===== src/rtl/game_display_animator.sv =====
// game_display_animator
//   Registered seven-segment and LED-bar driver for the Rock-Paper-Scissors-
//   Lizard-Spock game. It shows the win/loss score, the FPGA's choice word and
//   the result word. A built-in prescaler paces the win scroll and the loss
//   blink. anim_done pulses for one cycle when a result animation finishes
//   and the display settles into hold.
//
//   Timing: the mode/result key is compared live against its registered copy.
//   A change therefore steers the next-state and output logic in the same
//   cycle, and every registered output reflects new inputs one edge later.

module game_display_animator #(
  parameter int NUM_LEDS      = 10,
  parameter int TICK_DIV      = 2500000,
  parameter int SCROLL_PASSES = 2,
  parameter int BLINK_COUNT   = 3
) (
  input  logic                Clock,
  input  logic                Resetn,
  input  logic [1:0]          mode,
  input  logic [2:0]          choice,
  input  logic [1:0]          result,
  input  logic [6:0]          wins,
  input  logic [6:0]          losses,
  output logic [NUM_LEDS-1:0] LED,
  output logic [7:0]          h0,
  output logic [7:0]          h1,
  output logic [7:0]          h2,
  output logic [7:0]          h3,
  output logic [7:0]          h4,
  output logic [7:0]          h5,
  output logic                anim_done
);

  // ---------------------------------------------------------------------------
  // Counter widths
  // ---------------------------------------------------------------------------
  localparam int PRESC_W = (TICK_DIV > 2) ? $clog2(TICK_DIV) : 1;
  localparam int POS_W   = (NUM_LEDS > 2) ? $clog2(NUM_LEDS) : 1;
  // The pass counter holds the number of completed sweeps, 0..SCROLL_PASSES-1.
  localparam int PASS_W  = (SCROLL_PASSES > 2) ? $clog2(SCROLL_PASSES) : 1;
  // The blink counter holds the number of elapsed ticks, 0..2*BLINK_COUNT-1.
  localparam int BLINK_W = (BLINK_COUNT > 1) ? $clog2(2 * BLINK_COUNT) : 1;

  localparam logic [NUM_LEDS-1:0] LED_ONE = {{(NUM_LEDS-1){1'b0}}, 1'b1};
  localparam logic [NUM_LEDS-1:0] LED_MSB = {1'b1, {(NUM_LEDS-1){1'b0}}};

  // ---------------------------------------------------------------------------
  // Display words, packed as {h5,h4,h3,h2,h1,h0}
  // ---------------------------------------------------------------------------
  localparam logic [47:0] WORD_ROCK    = 48'h00_00_31_3F_39_39;
  localparam logic [47:0] WORD_PAPER   = 48'h00_73_77_73_79_31;
  localparam logic [47:0] WORD_SCISSOR = 48'h6D_39_06_6D_3F_31;
  localparam logic [47:0] WORD_LIZARD  = 48'h38_06_6D_77_31_5E;
  localparam logic [47:0] WORD_SPOCK   = 48'h00_6D_73_3F_39_39;
  localparam logic [47:0] WORD_INVALID = 48'h40_40_40_40_40_40;
  localparam logic [47:0] WORD_WIN     = 48'h00_00_3E_3E_06_37;
  localparam logic [47:0] WORD_LOSS    = 48'h00_00_38_3F_6D_79;
  localparam logic [47:0] WORD_TIE     = 48'h00_00_00_78_06_79;

  localparam logic [7:0] GLYPH_DASH  = 8'h40;
  localparam logic [7:0] GLYPH_BLANK = 8'h00;

  typedef enum logic [2:0] {
    S_IDLE,
    S_CHOICE,
    S_WIN,
    S_LOSS,
    S_TIE,
    S_HOLD
  } state_t;

  // ---------------------------------------------------------------------------
  // Helpers
  // ---------------------------------------------------------------------------
  function automatic logic [7:0] digit_glyph(input int d);
    case (d)
      0:       digit_glyph = 8'h3F;
      1:       digit_glyph = 8'h06;
      2:       digit_glyph = 8'h5B;
      3:       digit_glyph = 8'h4F;
      4:       digit_glyph = 8'h66;
      5:       digit_glyph = 8'h6D;
      6:       digit_glyph = 8'h7D;
      7:       digit_glyph = 8'h07;
      8:       digit_glyph = 8'h7F;
      9:       digit_glyph = 8'h6F;
      default: digit_glyph = GLYPH_BLANK;
    endcase
  endfunction

  // Two-digit score {tens, ones}: saturates at 99 and blanks a leading zero.
  function automatic logic [15:0] score_pair(input logic [6:0] v);
    int n;
    n = (v > 7'd99) ? 99 : int'(v);
    score_pair = {(n < 10) ? GLYPH_BLANK : digit_glyph(n / 10), digit_glyph(n % 10)};
  endfunction

  function automatic logic [47:0] choice_word(input logic [2:0] c);
    case (c)
      3'd0:    choice_word = WORD_ROCK;
      3'd1:    choice_word = WORD_PAPER;
      3'd2:    choice_word = WORD_SCISSOR;
      3'd3:    choice_word = WORD_LIZARD;
      3'd4:    choice_word = WORD_SPOCK;
      default: choice_word = WORD_INVALID;
    endcase
  endfunction

  // State that a freshly changed key enters.
  function automatic state_t entry_state(input logic [3:0] key);
    case (key[3:2])
      2'd1:    entry_state = S_CHOICE;
      2'd2: begin
        case (key[1:0])
          2'd1:    entry_state = S_WIN;
          2'd2:    entry_state = S_LOSS;
          default: entry_state = S_TIE;
        endcase
      end
      default: entry_state = S_IDLE;
    endcase
  endfunction

  // ---------------------------------------------------------------------------
  // Registers
  // ---------------------------------------------------------------------------
  state_t               state_q, state_d;
  logic [3:0]           key_q, key_d;
  logic [PRESC_W-1:0]   presc_q, presc_d;
  logic [POS_W-1:0]     pos_q, pos_d;
  logic [PASS_W-1:0]    pass_q, pass_d;
  logic [BLINK_W-1:0]   blink_q, blink_d;
  logic [47:0]          h_q, h_d;
  logic [NUM_LEDS-1:0]  led_q, led_d;
  logic                 anim_done_q, anim_done_d;

  logic [1:0]           mode_eff;
  logic                 key_change;
  logic                 tick;

  // Normalise the key: mode 3 behaves as mode 0, and result matters only in mode 2.
  always_comb begin
    mode_eff   = (mode == 2'd3) ? 2'd0 : mode;
    key_d      = {mode_eff, (mode_eff == 2'd2) ? result : 2'd0};
    key_change = (key_d != key_q);
    tick       = (presc_q == PRESC_W'(TICK_DIV - 1));
  end

  // State, counter and output registers; everything clears on reset.
  always_ff @(posedge Clock or negedge Resetn) begin
    if (!Resetn) begin
      state_q     <= S_IDLE;
      key_q       <= '0;
      presc_q     <= '0;
      pos_q       <= '0;
      pass_q      <= '0;
      blink_q     <= '0;
      h_q         <= '0;
      led_q       <= '0;
      anim_done_q <= 1'b0;
    end else begin
      // NOTE: non-blocking assignments make every register sample the values from
      // before the edge. Blocking assignments here would chain the registers into
      // one cycle.
      state_q     <= state_d;
      key_q       <= key_d;
      presc_q     <= presc_d;
      pos_q       <= pos_d;
      pass_q      <= pass_d;
      blink_q     <= blink_d;
      h_q         <= h_d;
      led_q       <= led_d;
      anim_done_q <= anim_done_d;
    end
  end

  // Next-state logic: a key change restarts from entry values; otherwise animations advance on ticks.
  always_comb begin
    // NOTE: every comb output gets a default first. A path that leaves one
    // unassigned would otherwise infer a latch.
    state_d = state_q;
    presc_d = tick ? '0 : presc_q + PRESC_W'(1);
    pos_d   = pos_q;
    pass_d  = pass_q;
    blink_d = blink_q;

    if (key_change) begin
      state_d = entry_state(key_d);
      presc_d = '0;
      pos_d   = POS_W'(NUM_LEDS - 1);
      pass_d  = '0;
      blink_d = '0;
    end else begin
      case (state_q)
        S_WIN: begin
          if (tick) begin
            if (pos_q == '0) begin
              pos_d = POS_W'(NUM_LEDS - 1);
              if (pass_q == PASS_W'(SCROLL_PASSES - 1)) begin
                state_d = S_HOLD;
              end else begin
                pass_d = pass_q + PASS_W'(1);
              end
            end else begin
              pos_d = pos_q - POS_W'(1);
            end
          end
        end
        S_LOSS: begin
          if (tick) begin
            if (blink_q == BLINK_W'(2 * BLINK_COUNT - 1)) begin
              state_d = S_HOLD;
            end else begin
              blink_d = blink_q + BLINK_W'(1);
            end
          end
        end
        S_TIE: begin
          if (tick) begin
            state_d = S_HOLD;
          end
        end
        default: ;
      endcase
    end
  end

  // Output logic: derive the next display and LED from the next state; hold freezes them.
  always_comb begin
    h_d         = h_q;
    led_d       = led_q;
    anim_done_d = 1'b0;

    if ((state_q != S_HOLD) && (state_d == S_HOLD)) begin
      // An animation finishes. The result word is already on display; only the LED bar settles.
      anim_done_d = 1'b1;
      led_d       = (state_q == S_WIN) ? '1 : '0;
    end else begin
      case (state_d)
        S_IDLE: begin
          h_d   = {score_pair(wins), GLYPH_DASH, GLYPH_BLANK, score_pair(losses)};
          led_d = '0;
        end
        S_CHOICE: begin
          h_d   = choice_word(choice);
          led_d = LED_MSB;
        end
        S_WIN: begin
          h_d   = WORD_WIN;
          led_d = LED_ONE << pos_d;
        end
        S_LOSS: begin
          // An even tick count shows the bar lit and an odd count shows it dark.
          h_d   = WORD_LOSS;
          led_d = blink_d[0] ? '0 : '1;
        end
        S_TIE: begin
          h_d   = WORD_TIE;
          led_d = '0;
        end
        default: ;
      endcase
    end
  end

  assign h5        = h_q[47:40];
  assign h4        = h_q[39:32];
  assign h3        = h_q[31:24];
  assign h2        = h_q[23:16];
  assign h1        = h_q[15:8];
  assign h0        = h_q[7:0];
  assign LED       = led_q;
  assign anim_done = anim_done_q;

endmodule

===== config.mk =====
export PLATFORM = sky130hd
export DESIGN_NAME = game_display_animator
export DESIGN_NICKNAME = d
export VERILOG_FILES = /design/src/rtl/game_display_animator.sv
export SDC_FILE = /design/constraint.sdc
export NUM_CORES = 1
export LEC_CHECK = 0
export ABC_CLOCK_PERIOD_IN_PS = 7900
export BUFFER_PORTS_ARGS = -buffer_cell sky130_fd_sc_hd__buf_2
export CAP_MARGIN = 20
export CORE_MARGIN = 3
export CORE_UTILIZATION = 44
export DETAILED_ROUTE_END_ITERATION = 16
export PLACE_DENSITY = 0.68
export SKIP_LAST_GASP = 1
export SLEW_MARGIN = 20
export SYNTH_ARGS = -nofsm -noshare
export SYNTH_HDL_FRONTEND = slang
export SYNTH_SLANG_ARGS = --single-unit

===== constraint.sdc =====
create_clock -name Clock -period 7.9 [get_ports Clock]
set_input_delay 2.37 -clock Clock [delete_from_list [all_inputs] [get_ports Clock]]
set_output_delay 2.37 -clock Clock [all_outputs]
set_load 0.02 [all_outputs]

==> results.yml, run 1 <==
outcome:
  status: "finished clean"
worst_setup_path:
  crit_path_cell_trace: "buf_2 > nand2_1 > and2_1 > ha_1 > or2_2 > ha_1 > or3b_4 > o21ai_0 > a32oi_1 > o211a_2 > nand4_2 > inv_4 > xnor2_1 > inv_1 > ha_1 > nor2_1 > nor3_1 > o21ai_0 > nand4_2 > o311ai_1"
  crit_path_frequent_cell: "ha_1"
  crit_buf_inv: 3
  arrival_ns: 7.32
  ff2ff_setup_slack_ns: 3.81
  end_kind: "flip-flop"
  critPathMaxStageDelay_ns: 0.44
  start_kind: "input pin"
  slowest_stage: "or3b_4"
  cp_max_fo: 22
  critPathKind: "in2reg"
  cp.required_ns: 8.15
  critPathTopFamily: "simple AND/OR/NAND/NOR gates"
synthesis:
  synth.mux.area_fraction: 0.0340
  synth_top_area_cell: "dfrtp_1"
  yosys.area_share.adder: 0.0618
  synth_top_family_by_area: "compound AO/OA/AOI/OAI gates"
  yosysSeqAreaShare: 0.306
  ys_warn_count: 0
  ys_types: 102
  syn_inst: 867
  yosys.area_share.simple: 0.233
  synth_compound_area_frac: 0.276
  synth_xor_area_frac: 0.0421
  ys.flop_type: "dfrtp_1"
  synth.avg_cell_area_sq_um: 8.40
  syn-cell-area_sq_um: 7280
  synthTopCellsByArea: "dfrtp_1 (31%), ha_1 (6.2%), nor2_1 (5.3%)"
  async_reset_ff_frac: 1.00
  ys_seq_elements: 89
  synth_top_area_share: 0.306
  synth-edff-count: 0
route:
  routed_wl_microns: 18400
  wl_per_cell_microns: 16.1
  drtAntennaViolNets: 0
  first_iter_violations: 618
  drtPass1Iterations: 5
  vias: 6672
  avgViaCountPerCell: 5.83
  drc: 0
final_layout:
  multi_input_area_sq_um: 4740
  design_area_sq_um: 8080
  nNetsFinal: 982
  drive_gt1_frac: 0.171
  fillers: 1505
  final_cell_mix: "nor2_1 (103), dfrtp_1 (89), nand2_1 (78)"
  syn2layout_area_growth_pct: 11.0
  layout_commonest_cell: "nor2_1"
  seq_area_sq_um: 2230
  utilization: 0.503
  n_antenna_cell: 0
clock_tree:
  worstSkewPairLatency_ns: 0.35
  clockRootBuffer: "clkbuf_16"
  hold_buffers: 0
  cts_max_level: 3
  numCtsBuffers: 9
  cts_resized: 0
  tritoncts: "done"
  cts_buffer_depth: 2
  cts_setup_buffers: 0
  clock_sinks: 89
  clkTransAtPathRegs_ns: 0.06
pwr:
  internal-power_mw: 0.984
  p_seq_frac: 0.339
  peakVddDrop_uv: 115
  power_per_cell_area_nw_per_um2: 199
  p_sw_frac: 0.389
  switchingPower_mw: 0.626
  clkPwrFrac: 0.266
  p_comb_frac: 0.395
  p_leak_nw: 3.55
timing:
  min_period_ns: 7.06
  drv_slew: 0
  worst_pin_slew_ns: 0.947
  slew_headroom: 0.369
  fin_ws_ns: 0.837
  period_share: 0.894
  finalClockSkew_ns: 0.00818
  max_freq_ghz: 0.142
  finalHoldViolCount: 0
  whs_ns: 0.480
  setup_violations: 0
  rsz0062_at_grt: "false"
  setup-tns-final_ns: 0
place:
  gp_congestion: 0.929
  dpl-instance-area_sq_um: 7790
  numPortBuffers: 75
  pre_cts_slack_ns: 0.553
  dpl.hpwl_microns: 14000
floorplan:
  coreArea_sq_um: 16100
  die_y_microns: 135
  die-area_sq_um: 18100
  io_pins: 82
  die_w_microns: 135
  initial_core_util: 0.454
  rows: 46
global_route:
  track_usage: 0.204
  grt_max_degree: 76
  grt_antenna_before_repair: 0
  grt_pass1_wl_microns: 30600
  grt_pass1_vias: 6118
  overflow: 0
run:
  maxCapViolations: 0
worst_hold_path:
  worst_hold_path_type: "reg2reg"
-- synth_stat cells, types with 4 or more instances --
| library cell | instances |
|---|---|
| nor2_1 | 103 |
| dfrtp_1 | 89 |
| nand2_1 | 78 |
| o21ai_0 | 54 |
| a21oi_1 | 47 |
| ha_1 | 36 |
| inv_1 | 31 |
| nand3_1 | 26 |
| clkbuf_1 | 22 |
| nor3_1 | 22 |
| o22a_1 | 18 |
| xnor2_1 | 18 |
| xor2_1 | 17 |
| a31oi_1 | 16 |
| a211oi_1 | 14 |
| and2_1 | 11 |
| nand2b_1 | 11 |
| nand4_1 | 10 |
| buf_4 | 9 |
| mux2i_1 | 9 |
| o211ai_1 | 9 |
| or2_2 | 9 |
| or3_1 | 9 |
| buf_2 | 8 |
| nor2b_1 | 8 |
| o21a_1 | 8 |
| a21o_1 | 7 |
| mux2_2 | 7 |
| o31ai_1 | 7 |
| and3_1 | 6 |
| nand3b_1 | 6 |
| o22ai_1 | 6 |
| a211o_1 | 5 |
| a221oi_1 | 5 |
| a22o_1 | 5 |
| a32oi_1 | 5 |
| nor3b_1 | 5 |
| a21boi_0 | 4 |
| a221o_1 | 4 |
| inv_2 | 4 |
| o21ai_1 | 4 |
| o31a_1 | 4 |
-- final timing paths --
check | from | end | cells after the start
max | wins[6] | h_q[34] | 20
min | presc_q[0] | presc_q[0] | 1
max reg2reg | presc_q[9] | h_q[5] | 12
min reg2reg | presc_q[0] | presc_q[0] | 1
max in group asynchronous | Resetn | h_q[13] | 2
min in group asynchronous | Resetn | presc_q[21] | 1
-- power groups by stage --
stage | Clock [mW] | Combinational [mW] | Sequential, mW
2_1_floorplan | 0 | 0.404 | 0.609
3_3_place_gp | 0 | 0.628 | 0.555
3_5_place_dp | 0 | 0.629 | 0.555
4_1_cts | 0.436 | 0.632 | 0.547
5_1_grt | 0.456 | 0.700 | 0.553
6_report | 0.428 | 0.636 | 0.547
-- flip-flops by register name, summed over array words and instances, names as in the netlist --
signal / count
key_q: 4
presc_q: 22
h_q: 41
state_q: 3
LED: 10
pass_q: 1
pos_q: 4
anim_done: 1
blink_q: 3
-- through the flow --
step	power, mW	cells
final	1.61	1144
after global routing	1.71	1144
after CTS	1.62	1144
after detailed placement	1.18	1128
after global placement	1.18	1128
after floorplan	1.01	872
-- kinds of logic after synthesis --
kind of cell | Yosys count
AO/OA/AOI/OAI | 274
XOR/XNOR | 35
adder cells (fa/ha/maj) | 36
buffers and inverters | 77
flip-flops | 89
multiplexers | 21
other | 1
AND/OR/NAND/NOR | 334
-- layout make-up --
type,count,area share
inverters,36,0.0170
multi-input cells,706,0.586
clock inverters,4,0.00666
well taps,216,0.0334
clock buffers,12,0.0293
repair buffers,81,0.0523
flip-flops and latches,89,0.275
-- routing by layer --
| metal | track usage | vias to the layer above | routed length, microns |
|---|---|---|---|
| met5 | 0 | - | 0 |
| li1 | - | 3299 | - |
| met3 | 0.0391 | 23 | 1050 |
| met4 | 0.0537 | 0 | 276 |
| met2 | 0.315 | 217 | 8240 |
| met1 | 0.293 | 3133 | 8850 |
Power figures use the tool's default switching activity.
==> inputs of run 2 (changes only) <==
--- a/config.mk
+++ b/config.mk
@@ -5,7 +5,7 @@
 export SDC_FILE = /design/constraint.sdc
 export NUM_CORES = 1
 export LEC_CHECK = 0
-export ABC_CLOCK_PERIOD_IN_PS = 7900
+export ABC_CLOCK_PERIOD_IN_PS = 8600
 export BUFFER_PORTS_ARGS = -buffer_cell sky130_fd_sc_hd__buf_2
 export CAP_MARGIN = 20
 export CORE_MARGIN = 3
==> constraint.sdc (replaced) <==
create_clock -name Clock -period 8.6 [get_ports Clock]
set_input_delay 2.58 -clock Clock [delete_from_list [all_inputs] [get_ports Clock]]
set_output_delay 2.58 -clock Clock [all_outputs]
set_load 0.02 [all_outputs]
==> results.yml, run 2 (synthesis gave the netlist of run 1 again) <==
outcome:
  status: "finished clean"
final_layout:
  largest-register: "h_q"
  drive_gt1_frac: 0.173
  layout_commonest_cell: "nor2_1"
  final_cell_mix: "nor2_1 (103), dfrtp_1 (89), nand2_1 (78)"
  utilization: 0.505
  n_antenna_cell: 0
  fin_cells: 1142
  syn2layout_area_growth_pct: 11.3
  nNetsFinal: 980
  fillers: 1530
  largest_reg_flops: 41
route:
  avgViaCountPerCell: 5.91
  route.met2.wl_microns: 8430
  wl_per_cell_microns: 16.2
  routed_wl_microns: 18500
  dr.max_layer_used: "met4"
  first_iter_violations: 534
  vias: 6749
  drc: 0
  route.met3.wl_microns: 1030
  drtPass1Iterations: 5
  met1Wirelength_microns: 8750
  drtAntennaViolNets: 0
place:
  numPortBuffers: 75
  pre_cts_slack_ns: 1.09
  gp_congestion: 0.926
  dp.cells: 1126
  dpl.hpwl_microns: 14100
worst_hold_path:
  min_from: "h_q[41]"
  worst_hold_path_type: "reg2reg"
floorplan:
  rows: 46
  die-area_sq_um: 18100
  io_pins: 82
  coreArea_sq_um: 16100
  initial_core_util: 0.454
  die_y_microns: 135
  die_w_microns: 135
worst_setup_path:
  critPathKind: "in2reg"
  cp.depth: 18
  crit_path_cell_trace: "buf_2 > nand2_1 > and2_1 > ha_1 > or2_2 > ha_1 > o31a_1 > a221oi_1 > nand3_1 > a221o_1 > a211oi_2 > nand3_4 > xnor2_1 > ha_1 > o21ai_0 > o21a_1 > a31oi_1 > o31ai_1"
  r2r-start: "presc_q[9]"
  critical_path.startpoint: "wins[6]"
  start_kind: "input pin"
  crit_buf_inv: 1
  slowest_stage: "a221oi_1"
  critPathTopFamily: "compound AO/OA/AOI/OAI gates"
  crit_path_frequent_cell: "ha_1"
  end_kind: "flip-flop"
  ff2ff_setup_slack_ns: 4.40
  cp.required_ns: 8.83
  cp_max_fo: 22
  arrival_ns: 7.42
  crit_path_end: "h_q[38]"
  critPathMaxStageDelay_ns: 0.50
  reg2reg_depth: 12
  r2r-end: "h_q[5]"
clock_tree:
  cts_buffer_depth: 2
  cts_max_level: 3
  clockRootBuffer: "clkbuf_16"
  numCtsBuffers: 9
  cts_resized: 0
  cts_setup_buffers: 0
  hold_buffers: 0
  worstSkewPairLatency_ns: 0.35
  clkTransAtPathRegs_ns: 0.06
  clock_sinks: 89
  tritoncts: "done"
global_route:
  track_usage: 0.204
  grt_max_degree: 76
  grt_antenna_before_repair: 0
  grt_pass1_wl_microns: 30600
  overflow: 0
  grt_pass1_vias: 6203
timing:
  slew_headroom: 0.365
  rsz0062_at_grt: "false"
  setup-tns-final_ns: 0
  max_freq_ghz: 0.139
  min_period_ns: 7.19
  drv_slew: 0
  period_share: 0.836
  finalHoldViolCount: 0
  finalClockSkew_ns: 0.00978
  worst_pin_slew_ns: 0.953
  setup_violations: 0
  fin_ws_ns: 1.41
pwr:
  fin_total_pwr_mw: 1.52
  power_per_cell_area_nw_per_um2: 187
  p_leak_nw: 3.55
  peakVddDrop_uv: 110
run:
  maxCapViolations: 0
run 2: worst min path at each step:
| stage | cells after the start | slack (ns) | to |
|---|---|---|---|
| after CTS | 1 | 0.49 | h_q[41] |
| after detailed placement | 1 | 0.47 | h_q[41] |
| final | 1 | 0.48 | h_q[41] |
| after global placement | 1 | 0.47 | h_q[41] |
| after floorplan | 1 | 0.45 | presc_q[0] |
| after global routing | 1 | 0.51 | h_q[25] |
run 2: per-layer routing:
layer / track usage / vias to the layer above
met5: 0 / -
met4: 0.0554 / 0
met3: 0.0365 / 26
met2: 0.318 / 194
met1: 0.293 / 3218
li1: - / 3311
run 2: layout make-up:
| class | instances | area, sq um | area share |
|---|---|---|---|
| Sequential cell | 89 | 2230 | 0.275 |
| Timing Repair Buffer | 79 | 408 | 0.0503 |
| Tap cell | 216 | 270 | 0.0333 |
| Clock buffer | 9 | 225 | 0.0278 |
| Clock inverter | 7 | 100 | 0.0124 |
| Multi-Input combinational cell | 706 | 4740 | 0.584 |
| Inverter | 36 | 138 | 0.0170 |
run 2: stage by stage:
| step | hold WS [ns] | instance area (sq um) |
|---|---|---|
| 2_1_floorplan | 0.448 | 7300 |
| 3_3_place_gp | 0.468 | 7780 |
| 3_5_place_dp | 0.471 | 7780 |
| 4_1_cts | 0.487 | 8100 |
| 5_1_grt | 0.508 | 8100 |
| 6_report | 0.480 | 8100 |
run 2: report_power, final:
part           switching (mW)  internal [mW]  total (mW)
Combinational           0.375          0.208       0.583
Clock                   0.173          0.256       0.430
Sequential             0.0346          0.468       0.503
